`src/rtl/fp_pkg.sv`:
```
// Shared single-precision constants, operand classification and the divider/multiplier state enum.
package fp_pkg;

    localparam int EXP_W  = 8;
    localparam int MAN_W  = 23;
    localparam int BIAS   = 127;
    localparam int WORD_W = EXP_W + MAN_W + 1;
    localparam int SIG_W  = MAN_W + 1;
    localparam int ITER   = MAN_W + 2;
    localparam int REM_W  = MAN_W + 3;

    localparam logic [WORD_W-1:0] QNAN = 32'h7FC0_0000;
    localparam logic [WORD_W-1:0] INF  = 32'h7F80_0000;

    localparam int FLAG_INVALID   = 4;
    localparam int FLAG_DIV_ZERO  = 3;
    localparam int FLAG_OVERFLOW  = 2;
    localparam int FLAG_UNDERFLOW = 1;
    localparam int FLAG_INEXACT   = 0;

    typedef enum logic [1:0] {
        IDLE,
        DIV,
        RND,
        DONE
    } state_t;

    typedef struct packed {
        logic sign;
        logic zero;
        logic inf;
        logic nan;
    } fp_class_t;

    // Denormals (exponent field 0) classify as zero so they flush before any check.
    function automatic fp_class_t classify(input logic [WORD_W-1:0] x);
        fp_class_t r;
        logic [EXP_W-1:0] e;
        logic [MAN_W-1:0] f;
        e      = x[WORD_W-2:MAN_W];
        f      = x[MAN_W-1:0];
        r.sign = x[WORD_W-1];
        r.zero = (e == '0);
        r.inf  = (e == '1) && (f == '0);
        r.nan  = (e == '1) && (f != '0);
        return r;
    endfunction

endpackage

```
`src/rtl/fp_div_mant_core.sv`:
```
// Radix-2 restoring mantissa divider: one quotient bit per clock, ITER bits per operation.
module fp_div_mant_core
    import fp_pkg::*;
(
    input  logic              clk,
    input  logic              rst,
    input  logic              load,
    input  logic              shift,
    input  logic [SIG_W-1:0]  ma,
    input  logic [SIG_W-1:0]  mb,
    output logic              last,
    output logic [ITER-1:0]   q,
    output logic [REM_W-1:0]  rem
);

    localparam int CNT_W = $clog2(ITER + 1);
    localparam logic [CNT_W-1:0] CNT_INIT = CNT_W'(ITER);
    localparam logic [CNT_W-1:0] CNT_ONE  = CNT_W'(1);

    logic [CNT_W-1:0] done_cnt;
    logic [SIG_W-1:0] mb_r;
    logic [REM_W-1:0] rem_sh;
    logic [REM_W-1:0] rem_nxt;
    logic [REM_W-1:0] mb_ext;
    logic             q_bit;

    // The first step compares the loaded dividend directly; later steps shift first.
    always_comb begin
        mb_ext  = {{(REM_W-SIG_W){1'b0}}, mb_r};
        rem_sh  = (done_cnt == CNT_INIT) ? rem : {rem[REM_W-2:0], 1'b0};
        q_bit   = (rem_sh >= mb_ext);
        rem_nxt = q_bit ? (rem_sh - mb_ext) : rem_sh;
    end

    assign last = (done_cnt == CNT_ONE);

    always_ff @(posedge clk) begin
        if (rst) begin
            done_cnt <= '0;
            mb_r     <= '0;
            rem      <= '0;
            q        <= '0;
        end else if (load) begin
            done_cnt <= CNT_INIT;
            mb_r     <= mb;
            rem      <= shift ? {1'b0, ma, 1'b0} : {2'b00, ma};
            q        <= '0;
        end else if (done_cnt != '0) begin
            done_cnt <= done_cnt - CNT_ONE;
            rem      <= rem_nxt;
            q        <= {q[ITER-2:0], q_bit};
        end
    end

endmodule

```
`src/rtl/fp_div_iter.sv`:
```
// Multi-cycle single-precision divider c = a / b with RNE rounding and flush-to-zero.
//   state | meaning
//   IDLE  | ready for operands; specials resolve straight to DONE
//   DIV   | mantissa core producing one quotient bit per cycle
//   RND   | round-to-nearest-even and exponent range check
//   DONE  | result held until out_ready
module fp_div_iter
    import fp_pkg::*;
(
    input  logic              clk,
    input  logic              rst,
    input  logic              in_valid,
    output logic              in_ready,
    input  logic [WORD_W-1:0] a,
    input  logic [WORD_W-1:0] b,
    output logic              out_valid,
    input  logic              out_ready,
    output logic [WORD_W-1:0] c,
    output logic [4:0]        flags
);

    localparam int E_W = EXP_W + 2;
    localparam logic signed [E_W-1:0] E_MAX  = E_W'(2**EXP_W - 1);
    localparam logic signed [E_W-1:0] E_ZERO = '0;

    state_t state;
    state_t state_nxt;

    fp_class_t          ca;
    fp_class_t          cb;
    logic               sign_ab;
    logic               special;
    logic [WORD_W-1:0]  spec_c;
    logic [4:0]         spec_flags;
    logic               accept;
    logic               load;
    logic [SIG_W-1:0]   ma;
    logic [SIG_W-1:0]   mb;
    logic               norm_shift;
    logic               core_last;
    logic [ITER-1:0]    q;
    logic [REM_W-1:0]   rem;

    logic signed [E_W-1:0] e_load;
    logic signed [E_W-1:0] e_r;
    logic signed [E_W-1:0] e_rnd;
    logic                  s_r;

    logic               guard;
    logic               sticky;
    logic               inc;
    logic               carry;
    logic [SIG_W:0]     sig_rnd;
    logic [MAN_W-1:0]   frac_rnd;
    logic [WORD_W-1:0]  rnd_c;
    logic [4:0]         rnd_flags;

    assign ca      = classify(a);
    assign cb      = classify(b);
    assign sign_ab = ca.sign ^ cb.sign;
    assign accept  = in_valid & in_ready;
    assign load    = accept & ~special;

    always_comb begin
        special    = 1'b1;
        spec_c     = '0;
        spec_flags = '0;
        if (ca.nan || cb.nan || (ca.zero && cb.zero) || (ca.inf && cb.inf)) begin
            spec_c                   = QNAN;
            spec_flags[FLAG_INVALID] = 1'b1;
        end else if (ca.inf || cb.zero) begin
            spec_c                    = {sign_ab, INF[WORD_W-2:0]};
            spec_flags[FLAG_DIV_ZERO] = cb.zero & ~ca.inf;
        end else if (ca.zero || cb.inf) begin
            spec_c = {sign_ab, {(WORD_W-1){1'b0}}};
        end else begin
            special = 1'b0;
        end
    end

    // Pre-normalise so the quotient lands in [1,2); the exponent absorbs the shift.
    assign ma         = {1'b1, a[MAN_W-1:0]};
    assign mb         = {1'b1, b[MAN_W-1:0]};
    assign norm_shift = (ma < mb);
    assign e_load     = signed'({2'b00, a[WORD_W-2:MAN_W]})
                      - signed'({2'b00, b[WORD_W-2:MAN_W]})
                      + E_W'(BIAS) - E_W'(norm_shift);

    fp_div_mant_core u_core (
        .clk   (clk),
        .rst   (rst),
        .load  (load),
        .shift (norm_shift),
        .ma    (ma),
        .mb    (mb),
        .last  (core_last),
        .q     (q),
        .rem   (rem)
    );

    always_ff @(posedge clk) begin
        if (rst) begin
            state <= IDLE;
        end else begin
            state <= state_nxt;
        end
    end

    always_comb begin
        state_nxt = state;
        case (state)
            IDLE: if (accept) state_nxt = special ? DONE : DIV;
            DIV:  if (core_last) state_nxt = RND;
            RND:  state_nxt = DONE;
            DONE: if (out_ready) state_nxt = IDLE;
            default: state_nxt = IDLE;
        endcase
    end

    assign in_ready  = (state == IDLE);
    assign out_valid = (state == DONE);

    // q holds 24 significand bits above one guard bit; the remainder supplies sticky.
    always_comb begin
        guard    = q[0];
        sticky   = |rem;
        inc      = guard & (sticky | q[1]);
        sig_rnd  = {1'b0, q[ITER-1:1]} + {{SIG_W{1'b0}}, inc};
        carry    = sig_rnd[SIG_W];
        frac_rnd = carry ? sig_rnd[SIG_W-1:1] : sig_rnd[MAN_W-1:0];
        e_rnd    = e_r + E_W'(carry);

        rnd_c                   = {s_r, e_rnd[EXP_W-1:0], frac_rnd};
        rnd_flags               = '0;
        rnd_flags[FLAG_INEXACT] = guard | sticky;
        if (e_rnd >= E_MAX) begin
            rnd_c                     = {s_r, INF[WORD_W-2:0]};
            rnd_flags[FLAG_OVERFLOW]  = 1'b1;
            rnd_flags[FLAG_INEXACT]   = 1'b1;
        end else if (e_rnd <= E_ZERO) begin
            rnd_c                     = {s_r, {(WORD_W-1){1'b0}}};
            rnd_flags[FLAG_UNDERFLOW] = 1'b1;
            rnd_flags[FLAG_INEXACT]   = 1'b1;
        end
    end

    always_ff @(posedge clk) begin
        if (rst) begin
            c     <= '0;
            flags <= '0;
            s_r   <= 1'b0;
            e_r   <= '0;
        end else if (accept) begin
            s_r   <= sign_ab;
            e_r   <= e_load;
            flags <= special ? spec_flags : 5'd0;
            if (special) begin
                c <= spec_c;
            end
        end else if (state == RND) begin
            c     <= rnd_c;
            flags <= rnd_flags;
        end
    end

endmodule

```
`config.mk`:
```
export PLATFORM = sky130hd
export DESIGN_NAME = fp_div_iter
export DESIGN_NICKNAME = d
export VERILOG_FILES = /design/src/rtl/fp_pkg.sv /design/src/rtl/fp_div_mant_core.sv /design/src/rtl/fp_div_iter.sv
export SDC_FILE = /design/constraint.sdc
export NUM_CORES = 1
export LEC_CHECK = 0
export CORE_ASPECT_RATIO = 2
export CORE_MARGIN = 2
export CORE_UTILIZATION = 40
export CTS_CLUSTER_SIZE = 20
export DETAILED_ROUTE_END_ITERATION = 10
export HOLD_SLACK_MARGIN = 0.03
export PLACE_DENSITY = 0.58
export SLEW_MARGIN = 20
export SYNTH_ARGS = -nofsm -noshare
export SYNTH_HDL_FRONTEND = slang
export SYNTH_HIERARCHICAL = 1
export SYNTH_SLANG_ARGS = --single-unit
```
`constraint.sdc`:
```
create_clock -name clk -period 4.6 [get_ports clk]
set_input_delay 0.46 -clock clk [delete_from_list [all_inputs] [get_ports clk]]
set_output_delay 0.46 -clock clk [all_outputs]
set_load 0.05 [all_outputs]
```
==> impl_metrics.json <==
{
  "outcome": "completed",
  "holdWs_ns": 0.453,
  "finalMaxSlewViolations": 0,
  "routed_via_density": 5.59,
  "max_freq_mhz": 234,
  "die_area_sq_mm": 0.0248,
  "fin_worst_skew_ns": 0.00747,
  "worstPathRequired_ns": 4.97,
  "cts_tree": "built",
  "fin_crit_sh_pct": 92.9,
  "drtAntennaViolNets": 0,
  "setup_violations": 0,
  "clk_pin_slew_ns": 0.06,
  "syn_inst": 1208,
  "grt_max_degree": 50,
  "synth_enable_flop_cells": 0,
  "wl_per_cell_um": 18.9,
  "min_path_type": "flop to flop",
  "cp-end-kind": "flop",
  "synth_top_area_share_pct": 27.7,
  "crit_start": "b[1]",
  "irDropWorstVdd_mv": 0.363,
  "powerDensity_mw_per_mm2": 584,
  "die_x_um": 112,
  "final_util_pct": 49.2,
  "wl_mm": 30.4,
  "critical_path_class": "input port to flop",
  "layout_common_cells": "202 x nand2_1, 130 x dfxtp_1, 105 x clkdlybuf4s50_1",
  "dr.pass1.iters": 5,
  "remaining_drc_errors": 0,
  "cts_htree_levels": 4,
  "post_cts_buffers": 0,
  "hold_viol": 0,
  "r2r-start": "u_core/done_cnt[1]$_SDFFE_PP0P_",
  "floorplan.initialDensity_pct": 40.6,
  "min_from": "c[17]$_SDFFE_PP0P_",
  "min_period_ns": 4.27,
  "num_rows": 79,
  "tightestPinTransition_ns": 0.831,
  "final_area_sq_mm": 0.0114,
  "drt_iter0_drc": 454,
  "grt_pass1_wl_mm": 47.7,
  "placedInstanceArea_sq_mm": 0.0108,
  "max_cap_viol_count": 0,
  "cp_max_fo": 2,
  "diodes": 0,
  "die_h_um": 221,
  "grt_pass1_vias": 9078,
  "total_leakage_power_uw": 0.00469,
  "io_buffers": 106,
  "syn_avg_cell_area_sq_um": 7.78,
  "synth-main-ff-cell": "dfxtp_1",
  "drive_gt1_share_pct": 7.23,
  "ys_seq_area_share_pct": 27.7,
  "clockBufferDepth": 2,
  "rsz0062_at_grt": "false",
  "track_usage_pct": 25.0,
  "layout_commonest_cell": "nand2_1",
  "synthArstFlopShare_pct": 0,
  "place_congestion": 0.936,
  "cts_sinks": 130,
  "vias": 9000,
  "synth_area_leaders": "dfxtp_1 28%, ha_1 9.5%, nand2_1 8.1%, mux2i_1 6.8%, a21oi_1 4.7%",
  "layout.nets": 1457,
  "synth_cell_type_count": 81,
  "yosys.area.top_type": "dfxtp_1",
  "clk_latency_ns": 0.44,
  "arrival_ns": 4.64,
  "cts_hold_buf": 0,
  "synth_warnings": 6,
  "cts_buffers": 17,
  "hpwl_mm": 24.3,
  "fill_cells": 2351,
  "cts_resized": 0,
  "finalSetupTns_ns": 0,
  "syn_area_sq_mm": 0.00940,
  "worstSetupStartpointType": "input port",
  "area_growth_pct": 21.0,
  "cts-root-buf": "clkbuf_16",
  "io_pins": 107,
  "overflow": 0,
  "synth-seq-cells": 130,
  "core_sq_mm": 0.0231,
  "antenna_found_initial": 0,
  "relSlewSlack_pct": 44.1
}
[registers in the layout, indices dropped and copies added (netlist names)]
signal           cells
c                   32
e_r                 10
flags                5
s_r                  1
state                2
u_core/done_cnt      5
u_core/mb_r         24
u_core/q            25
u_core/rem          26
[cell type report]
| cell class | count | area (sq um) | share of cell area [%] |
|---|---|---|---|
| tap | 283 | 354 | 3.11 |
| sequential | 130 | 2600 | 22.9 |
| clock inverter | 13 | 113 | 0.990 |
| clock buffer | 19 | 443 | 3.89 |
| timing repair buffer | 139 | 1300 | 11.5 |
| inverter | 100 | 375 | 3.30 |
| multi-input combinational | 927 | 6180 | 54.4 |
[path summary, 6_finish.rpt]
kind / to / slack (ns) / cells past startpoint
worst max register to register: u_core/rem[18]$_SDFFE_PP0P_ / 0.40 / 15
worst min-delay path: c[17]$_SDFFE_PP0P_ / 0.45 / 2
worst min register to register: c[17]$_SDFFE_PP0P_ / 0.45 / 2
worst max-delay path: e_r[9]$_SDFFE_PP0P_ / 0.33 / 17
[worst max-delay path: stages]
cell and delay [ns]:
clkdlybuf4s50_1 0.49, inv_1 0.05, ha_1 0.27, a211oi_1 0.23, o31ai_1 0.13, a2111o_1 0.43
a211oi_1 0.35, o21ai_0 0.17, ha_1 0.24, ha_1 0.21, fa_1 0.39, a21o_1 0.20
a21oi_1 0.18, o21bai_1 0.10, a21o_1 0.20, a2111o_1 0.41, a21oi_1 0.14
[stage by stage]
step / instances / setup slack (ns) / power (uW)
3_3_place_gp: 1579 / -0.0756 / 5300
4_1_cts: 1611 / 0.372 / 6660
3_5_place_dp: 1579 / -0.0898 / 5340
2_1_floorplan: 1210 / 0.780 / 4330
6_report: 1611 / 0.327 / 6640
5_1_grt: 1611 / 0.0856 / 7130
[synthesized netlist by cell type, types with 18 or more instances]
cell        n
a21oi_1    89
clkbuf_1   33
dfxtp_1   130
ha_1       71
inv_1     100
mux2i_1    64
nand2_1   202
nand3_1    21
nor2_1     88
nor3_1     18
nor4_1     23
o21ai_0    43
xnor2_1    31
xor2_1     27
[cells by family (layout without fill, tap and decap cells)]
logic type	Yosys count	in the layout	share of synthesized area (%)
compound gates	293	293	21.3
flops	130	130	27.7
fa+ha+maj	74	74	10.1
mux	65	65	6.94
other cells	1	3	0.0399
buf+inv	153	271	6.63
xor+xnor	58	58	5.41
simple gates	434	434	21.9
[routing by layer]
metal	track usage, %	wire [um]	vias to the layer above
met5	0	0	-
li1	-	-	4500
met2	48.9	16900	204
met1	22.5	10300	4218
met3	3.97	845	78
met4	18.7	2380	0
[report_power, final]
part | internal, uW | total [uW] | leakage, uW | switching (uW)
combinational | 1510 | 3780 | 0.00337 | 2270
sequential | 1340 | 1560 | 0.00106 | 221
clock | 753 | 1300 | 0.000257 | 551
No activity file was read; power rests on OpenSTA's default activity.
